$ cat src/rtl/mem_bus_ctrl_if.sv
// Data-side bus between the core, the bus controller and the data memory.
// The master modport is the environment (core plus data memory); the controller takes the slave modport.
interface mem_bus_ctrl_if #(
  parameter int DATA_WIDTH = 32
);
  logic [DATA_WIDTH-1:0] Address;
  logic [DATA_WIDTH-1:0] WriteData;
  logic                  MemWrite;
  logic                  MemRead;
  logic [DATA_WIDTH-1:0] ReadData;
  logic                  Stall;
  logic [DATA_WIDTH-1:0] ID_Address;
  logic [DATA_WIDTH-1:0] ID_WriteData;
  logic                  ID_MemWrite;
  logic [DATA_WIDTH-1:0] ID_ReadData;

  modport master (
    output Address, WriteData, MemWrite, MemRead, ID_ReadData,
    input  ReadData, Stall, ID_Address, ID_WriteData, ID_MemWrite
  );

  modport slave (
    input  Address, WriteData, MemWrite, MemRead, ID_ReadData,
    output ReadData, Stall, ID_Address, ID_WriteData, ID_MemWrite
  );
endinterface

$ cat src/rtl/mem_bus_ctrl.sv
// Core data-port controller: decodes data memory and GPIO regions and inserts memory wait states.
// GPIO output register, input synchroniser and sticky rising-edge flags live here.
module mem_bus_ctrl #(
  parameter int                    DATA_WIDTH     = 32,
  parameter int                    GPIO_WIDTH     = 8,
  parameter int                    WAIT_STATES    = 0,
  parameter logic [DATA_WIDTH-1:0] GPIO_OUT_ADDR  = DATA_WIDTH'(32'h10010024),
  parameter logic [DATA_WIDTH-1:0] GPIO_IN_ADDR   = DATA_WIDTH'(32'h10010028),
  parameter logic [DATA_WIDTH-1:0] GPIO_EDGE_ADDR = DATA_WIDTH'(32'h1001002C)
) (
  input  logic                  clk,
  input  logic                  reset,
  mem_bus_ctrl_if.slave         bus,
  input  logic [GPIO_WIDTH-1:0] GPIO_In,
  output logic [GPIO_WIDTH-1:0] GPIO_Out
);

  typedef enum logic {
    IDLE,
    WAIT
  } state_t;

  localparam bit         HAS_WAIT = (WAIT_STATES > 0);
  localparam logic [3:0] CNT_INIT = HAS_WAIT ? 4'(WAIT_STATES - 1) : 4'd0;

  state_t                state;
  state_t                nextState;
  logic [3:0]            cnt;
  logic [3:0]            nextCnt;
  logic                  stallInt;
  logic                  memWriteInt;

  logic                  gpioOutSel;
  logic                  gpioInSel;
  logic                  gpioEdgeSel;
  logic                  gpioSel;
  logic                  dmSel;
  logic                  req;
  logic                  dmReq;

  logic [GPIO_WIDTH-1:0] sync1;
  logic [GPIO_WIDTH-1:0] sync2;
  logic [GPIO_WIDTH-1:0] prevSample;
  logic [GPIO_WIDTH-1:0] edgeFlags;
  logic [GPIO_WIDTH-1:0] edgeClr;
  logic [GPIO_WIDTH-1:0] gpioRead;

  // Anything that is not one of the three GPIO registers goes to data memory.
  assign gpioOutSel  = (bus.Address == GPIO_OUT_ADDR);
  assign gpioInSel   = (bus.Address == GPIO_IN_ADDR);
  assign gpioEdgeSel = (bus.Address == GPIO_EDGE_ADDR);
  assign gpioSel     = gpioOutSel | gpioInSel | gpioEdgeSel;
  assign dmSel       = ~gpioSel;
  assign req         = bus.MemRead | bus.MemWrite;
  assign dmReq       = dmSel & req;

  assign bus.ID_Address   = dmSel ? bus.Address : '0;
  assign bus.ID_WriteData = bus.WriteData;
  assign edgeClr          = (bus.MemWrite && gpioEdgeSel) ? bus.WriteData[GPIO_WIDTH-1:0] : '0;

  always_comb begin
    gpioRead     = '0;
    bus.ReadData = '0;
    if (gpioOutSel)
      gpioRead = GPIO_Out;
    else if (gpioInSel)
      gpioRead = sync2;
    else if (gpioEdgeSel)
      gpioRead = edgeFlags;
    if (dmSel)
      bus.ReadData = bus.ID_ReadData;
    else
      bus.ReadData[GPIO_WIDTH-1:0] = gpioRead;
  end

  always_ff @(posedge clk or negedge reset) begin
    if (!reset) begin
      state <= IDLE;
      cnt   <= 4'd0;
    end else begin
      state <= nextState;
      cnt   <= nextCnt;
    end
  end

  // The first stall cycle is spent in IDLE, so WAIT counts down from WAIT_STATES-1 to the completion cycle.
  always_comb begin
    nextState   = state;
    nextCnt     = cnt;
    stallInt    = 1'b0;
    memWriteInt = 1'b0;
    case (state)
      IDLE: begin
        if (dmReq) begin
          if (HAS_WAIT) begin
            stallInt  = 1'b1;
            nextCnt   = CNT_INIT;
            nextState = WAIT;
          end else begin
            memWriteInt = bus.MemWrite;
          end
        end
      end
      WAIT: begin
        if (!dmReq) begin
          nextState = IDLE;
        end else if (cnt != 4'd0) begin
          stallInt = 1'b1;
          nextCnt  = cnt - 4'd1;
        end else begin
          memWriteInt = bus.MemWrite;
          nextState   = IDLE;
        end
      end
      default: nextState = IDLE;
    endcase
  end

  // Reset masks the strobes so an access caught by reset never reaches memory.
  assign bus.Stall       = stallInt & reset;
  assign bus.ID_MemWrite = memWriteInt & reset;

  always_ff @(posedge clk or negedge reset) begin
    if (!reset)
      GPIO_Out <= '0;
    else if (bus.MemWrite && gpioOutSel && (state == IDLE))
      GPIO_Out <= bus.WriteData[GPIO_WIDTH-1:0];
  end

  // A rising edge seen in the same cycle as its clear keeps the flag set.
  always_ff @(posedge clk or negedge reset) begin
    if (!reset) begin
      sync1      <= '0;
      sync2      <= '0;
      prevSample <= '0;
      edgeFlags  <= '0;
    end else begin
      sync1      <= GPIO_In;
      sync2      <= sync1;
      prevSample <= sync2;
      edgeFlags  <= (edgeFlags & ~edgeClr) | (sync2 & ~prevSample);
    end
  end

endmodule

$ cat src/flat_wrapper.sv
// flat-port wrapper written by rule: the top's interface ports become plain ports
module mem_bus_ctrl_flat 
#(
  parameter int                    DATA_WIDTH     = 32,
  parameter int                    GPIO_WIDTH     = 8,
  parameter int                    WAIT_STATES    = 0,
  parameter logic [DATA_WIDTH-1:0] GPIO_OUT_ADDR  = DATA_WIDTH'(32'h10010024),
  parameter logic [DATA_WIDTH-1:0] GPIO_IN_ADDR   = DATA_WIDTH'(32'h10010028),
  parameter logic [DATA_WIDTH-1:0] GPIO_EDGE_ADDR = DATA_WIDTH'(32'h1001002C)
)
  (clk, reset, GPIO_In, GPIO_Out, bus_Address, bus_WriteData, bus_MemWrite, bus_MemRead, bus_ID_ReadData, bus_ReadData, bus_Stall, bus_ID_Address, bus_ID_WriteData, bus_ID_MemWrite);
  mem_bus_ctrl_if #(.DATA_WIDTH(DATA_WIDTH)) bus_i ();
  input  logic clk;
  input  logic reset;
  input  logic [GPIO_WIDTH-1:0] GPIO_In;
  output logic [GPIO_WIDTH-1:0] GPIO_Out;
  input wire logic [$bits(bus_i.Address)-1:0] bus_Address;
  input wire logic [$bits(bus_i.WriteData)-1:0] bus_WriteData;
  input wire logic [$bits(bus_i.MemWrite)-1:0] bus_MemWrite;
  input wire logic [$bits(bus_i.MemRead)-1:0] bus_MemRead;
  input wire logic [$bits(bus_i.ID_ReadData)-1:0] bus_ID_ReadData;
  output wire logic [$bits(bus_i.ReadData)-1:0] bus_ReadData;
  output wire logic [$bits(bus_i.Stall)-1:0] bus_Stall;
  output wire logic [$bits(bus_i.ID_Address)-1:0] bus_ID_Address;
  output wire logic [$bits(bus_i.ID_WriteData)-1:0] bus_ID_WriteData;
  output wire logic [$bits(bus_i.ID_MemWrite)-1:0] bus_ID_MemWrite;
  assign bus_i.Address = bus_Address;
  assign bus_i.WriteData = bus_WriteData;
  assign bus_i.MemWrite = bus_MemWrite;
  assign bus_i.MemRead = bus_MemRead;
  assign bus_i.ID_ReadData = bus_ID_ReadData;
  assign bus_ReadData = bus_i.ReadData;
  assign bus_Stall = bus_i.Stall;
  assign bus_ID_Address = bus_i.ID_Address;
  assign bus_ID_WriteData = bus_i.ID_WriteData;
  assign bus_ID_MemWrite = bus_i.ID_MemWrite;
  mem_bus_ctrl #(.DATA_WIDTH(DATA_WIDTH), .GPIO_WIDTH(GPIO_WIDTH), .WAIT_STATES(WAIT_STATES), .GPIO_OUT_ADDR(GPIO_OUT_ADDR), .GPIO_IN_ADDR(GPIO_IN_ADDR), .GPIO_EDGE_ADDR(GPIO_EDGE_ADDR)) u_core (.clk(clk), .reset(reset), .bus(bus_i), .GPIO_In(GPIO_In), .GPIO_Out(GPIO_Out));
endmodule
$ cat config.mk
export PLATFORM = sky130hd
export DESIGN_NAME = mem_bus_ctrl_flat
export DESIGN_NICKNAME = d
export VERILOG_FILES = /design/src/rtl/mem_bus_ctrl_if.sv /design/src/rtl/mem_bus_ctrl.sv /design/src/flat_wrapper.sv
export SDC_FILE = /design/constraint.sdc
export NUM_CORES = 1
export LEC_CHECK = 0
export BUFFER_PORTS_ARGS = -buffer_cell sky130_fd_sc_hd__buf_2
export CORE_UTILIZATION = 36
export CTS_BUF_LIST = sky130_fd_sc_hd__clkbuf_8
export CTS_CLUSTER_DIAMETER = 200
export DETAILED_ROUTE_END_ITERATION = 12
export GPL_ROUTABILITY_DRIVEN = 0
export PLACE_DENSITY = 0.77
export SYNTH_ARGS = -nofsm -noshare
export SYNTH_HDL_FRONTEND = slang
export SYNTH_SLANG_ARGS = --single-unit
$ cat constraint.sdc
create_clock -name clk -period 3.1 [get_ports clk]
set_input_delay 0.93 -clock clk [delete_from_list [all_inputs] [get_ports clk]]
set_output_delay 0.93 -clock clk [all_outputs]
set_load 0.01 [all_outputs]
==> flow_summary.json <==
{
  "reg2regPathDepth": 7,
  "htree_levels": 2,
  "grt_pass1_wl_um": 10600,
  "area_growth_pct": 56.6,
  "start_kind": "input port",
  "whs_path_depth": 0,
  "track_usage": 0.191,
  "yosysTopAreaCellShare": 0.449,
  "place_hpwl_um": 5120,
  "wire_per_inst_um": 14.7,
  "fp.dieW_um": 85.4,
  "ant_nets": 0,
  "cap_violations": 0,
  "p_per_area_nw_per_um2": 336,
  "rows": 30,
  "antenna_found_initial": 0,
  "status": "complete, but fails checks",
  "cts_made_buffers": 5,
  "finalWirelength_um": 7010,
  "fin_ws_ns": -0.378,
  "max_stage_delay_ns": 0.43,
  "setup.worst_path.start": "bus_Address[29]",
  "die_y_um": 85.4,
  "power_switching_uw": 365,
  "async_reset_ff_frac": 1.00,
  "seq_power_share": 0.492,
  "synth_area_um2": 2510,
  "ys_seq_area_frac": 0.449,
  "violations": "negative setup slack",
  "yosys.area.top_type": "dfrtp_1",
  "rr_startpoint": "u_core.cnt[0]$_DFFE_PN0P_",
  "finalCritPeriodShare": 1.12,
  "worst_path_max_delay_cell": "or3_4",
  "p_clk_frac": 0.265,
  "min_path_type": "reg -> reg",
  "path_buf_inv": 3,
  "synthTopCellsByCount": "dfrtp_1, buf_4, and2_1, clkbuf_1, inv_1",
  "yosysUniqueCellTypes": 33,
  "path_cells": "buf_6 -> nor4b_4 -> nand4_2 -> or3_4 -> buf_12 -> a221oi_4 -> a21oi_4 -> buf_2",
  "drc": 0,
  "dr.pass1.iters": 4,
  "grt_max_degree": 46,
  "p_comb_frac": 0.243,
  "multi_input_area_um2": 1200,
  "cts_max_path_buffers": 2,
  "drive_above_1_share": 0.705,
  "vias": 2290,
  "swShare": 0.277,
  "yosysWarnings": 0,
  "tightest_slew_ns": 0.549,
  "min-delay-start": "u_core.sync1[4]$_DFF_PN0_",
  "cp.arrival_ns": 2.55,
  "via_per_inst": 4.81,
  "grt_setup_unrepaired": "yes",
  "skew_ns": 0.00612,
  "ys.flop_type": "dfrtp_1",
  "synth-seq-cells": 45,
  "drtIter0Drc": 46,
  "setup_viol": 39,
  "crit_fanout": 15,
  "core_um2": 6760,
  "synth_enable_flop_cells": 0,
  "slew_violations": 0,
  "critPathKind": "in -> out",
  "antennaDiodeCount": 0,
  "port_buffers": 165,
  "initial_utilization": 0.371,
  "maxClockFrequency_mhz": 287,
  "pre_cts_ws_ns": -0.464,
  "synth_area_leaders": "dfrtp_1, buf_4, mux2_2, and2_1, clkbuf_1",
  "dieArea_um2": 7300,
  "peakVddDrop_mv": 0.333,
  "final_util": 0.581,
  "syn_area_per_cell_um2": 9.98,
  "min_period_ns": 3.48,
  "clock_latency_ns": 0.29,
  "crit_required_ns": 2.17,
  "clk_pin_slew_ns": 0.08,
  "postCtsHoldBufs": 0,
  "cp_top_family": "simple AND/OR/NAND/NOR gates",
  "crit_path_end_kind": "primary output",
  "synth_nets": 360,
  "grt_pass1_vias": 2239,
  "overflow": 0,
  "clk_root_buffer_cell": "clkbuf_8",
  "nets": 504,
  "fillers": 582,
  "slew_headroom": 0.634,
  "r2r_slack_ns": 1.60,
  "ios": 214,
  "synthCells": 251,
  "reg2reg_to": "u_core.cnt[1]$_DFFE_PN0P_",
  "regArea_um2": 1130,
  "cts.sinks": 45,
  "internal-power_uw": 954,
  "p_leak_uw": 0.00203,
  "min_to": "u_core.sync2[4]$_DFF_PN0_",
  "cts_tree": "built",
  "hold_viol_final": 0,
  "synth.most_common_cell": "dfrtp_1"
}
[stage by stage]
stage,hold WS (ns),instances,cell area [µm²],setup TNS [ns],power [µW]
floorplan,0.331,251,2780,-1.70,839
global placement,0.332,461,3540,-10.95,947
detailed placement,0.336,461,3540,-11.62,959
CTS,0.354,475,3900,-12.40,1330
global route,0.360,476,3930,-14.70,1390
finish,0.352,476,3930,-11.99,1320
[flip-flops by register name (all words and copies together) (netlist names)]
name               count
u_core.sync1           8
u_core.state           1
u_core.prevSample      8
u_core.sync2           8
u_core.edgeFlags       8
u_core.cnt             4
u_core.GPIO_Out        8
[cell usage in the layout, fill, tap and decap left out, drive strengths merged, types with 8 or more instances in the layout]
cell type | Yosys | routed
a22o | 8 | 8
nor2 | 8 | 8
buf | 39 | 205
inv | 19 | 19
a221oi | 8 | 8
dfrtp | 45 | 45
mux2 | 16 | 16
nor4 | 8 | 8
nand2 | 10 | 10
a21oi | 8 | 8
and2 | 28 | 28
[worst max-delay path by stage]
stage                     depth (start not counted)               to
after floorplan                                   6  bus_ReadData[0]
after global placement                            8  bus_ReadData[1]
after detailed placement                          8  bus_ReadData[0]
after CTS                                         8  bus_ID_MemWrite
after global routing                              8  bus_ReadData[3]
final                                             8  bus_ReadData[4]
[per-layer routing]
layer,track usage,share of wire
met5,0,0
met4,0.0470,0.0090
met3,0.0447,0.072
met2,0.363,0.54
met1,0.213,0.37
[area by class of cell]
class                           instances  share of cell area
Sequential cell                        45               0.287
Inverter                               19              0.0182
Clock buffer                            5              0.0175
Timing Repair Buffer                  205               0.341
Tap cell                               80              0.0255
Multi-Input combinational cell        119               0.307
Clock inverter                          3             0.00446
[kinds of logic after synthesis]
logic type,synth area share
flops,0.449
simple gates,0.196
xor+xnor,0.0105
buf+inv,0.190
mux,0.0759
compound gates,0.0739
fa+ha+maj,0.00499
[timing repair]
action | 4_1_cts | 5_1_grt
gates cloned | 2 | 0
gates resized for setup | 31 | 4
buffers inserted | 4 | 1
endpoints found under the hold margin | 0 | 0
pin swaps | 3 | 3
endpoints found under the setup margin | 37 | 39
[power groups by stage]
stage	registers [µW]	logic (µW)	clock network, µW
6_report	649	321	350
3_5_place_dp	659	300	0
4_1_cts	649	321	363
2_1_floorplan	653	186	0
3_3_place_gp	657	290	0
5_1_grt	654	351	389
(Power assumes the default switching activity.)
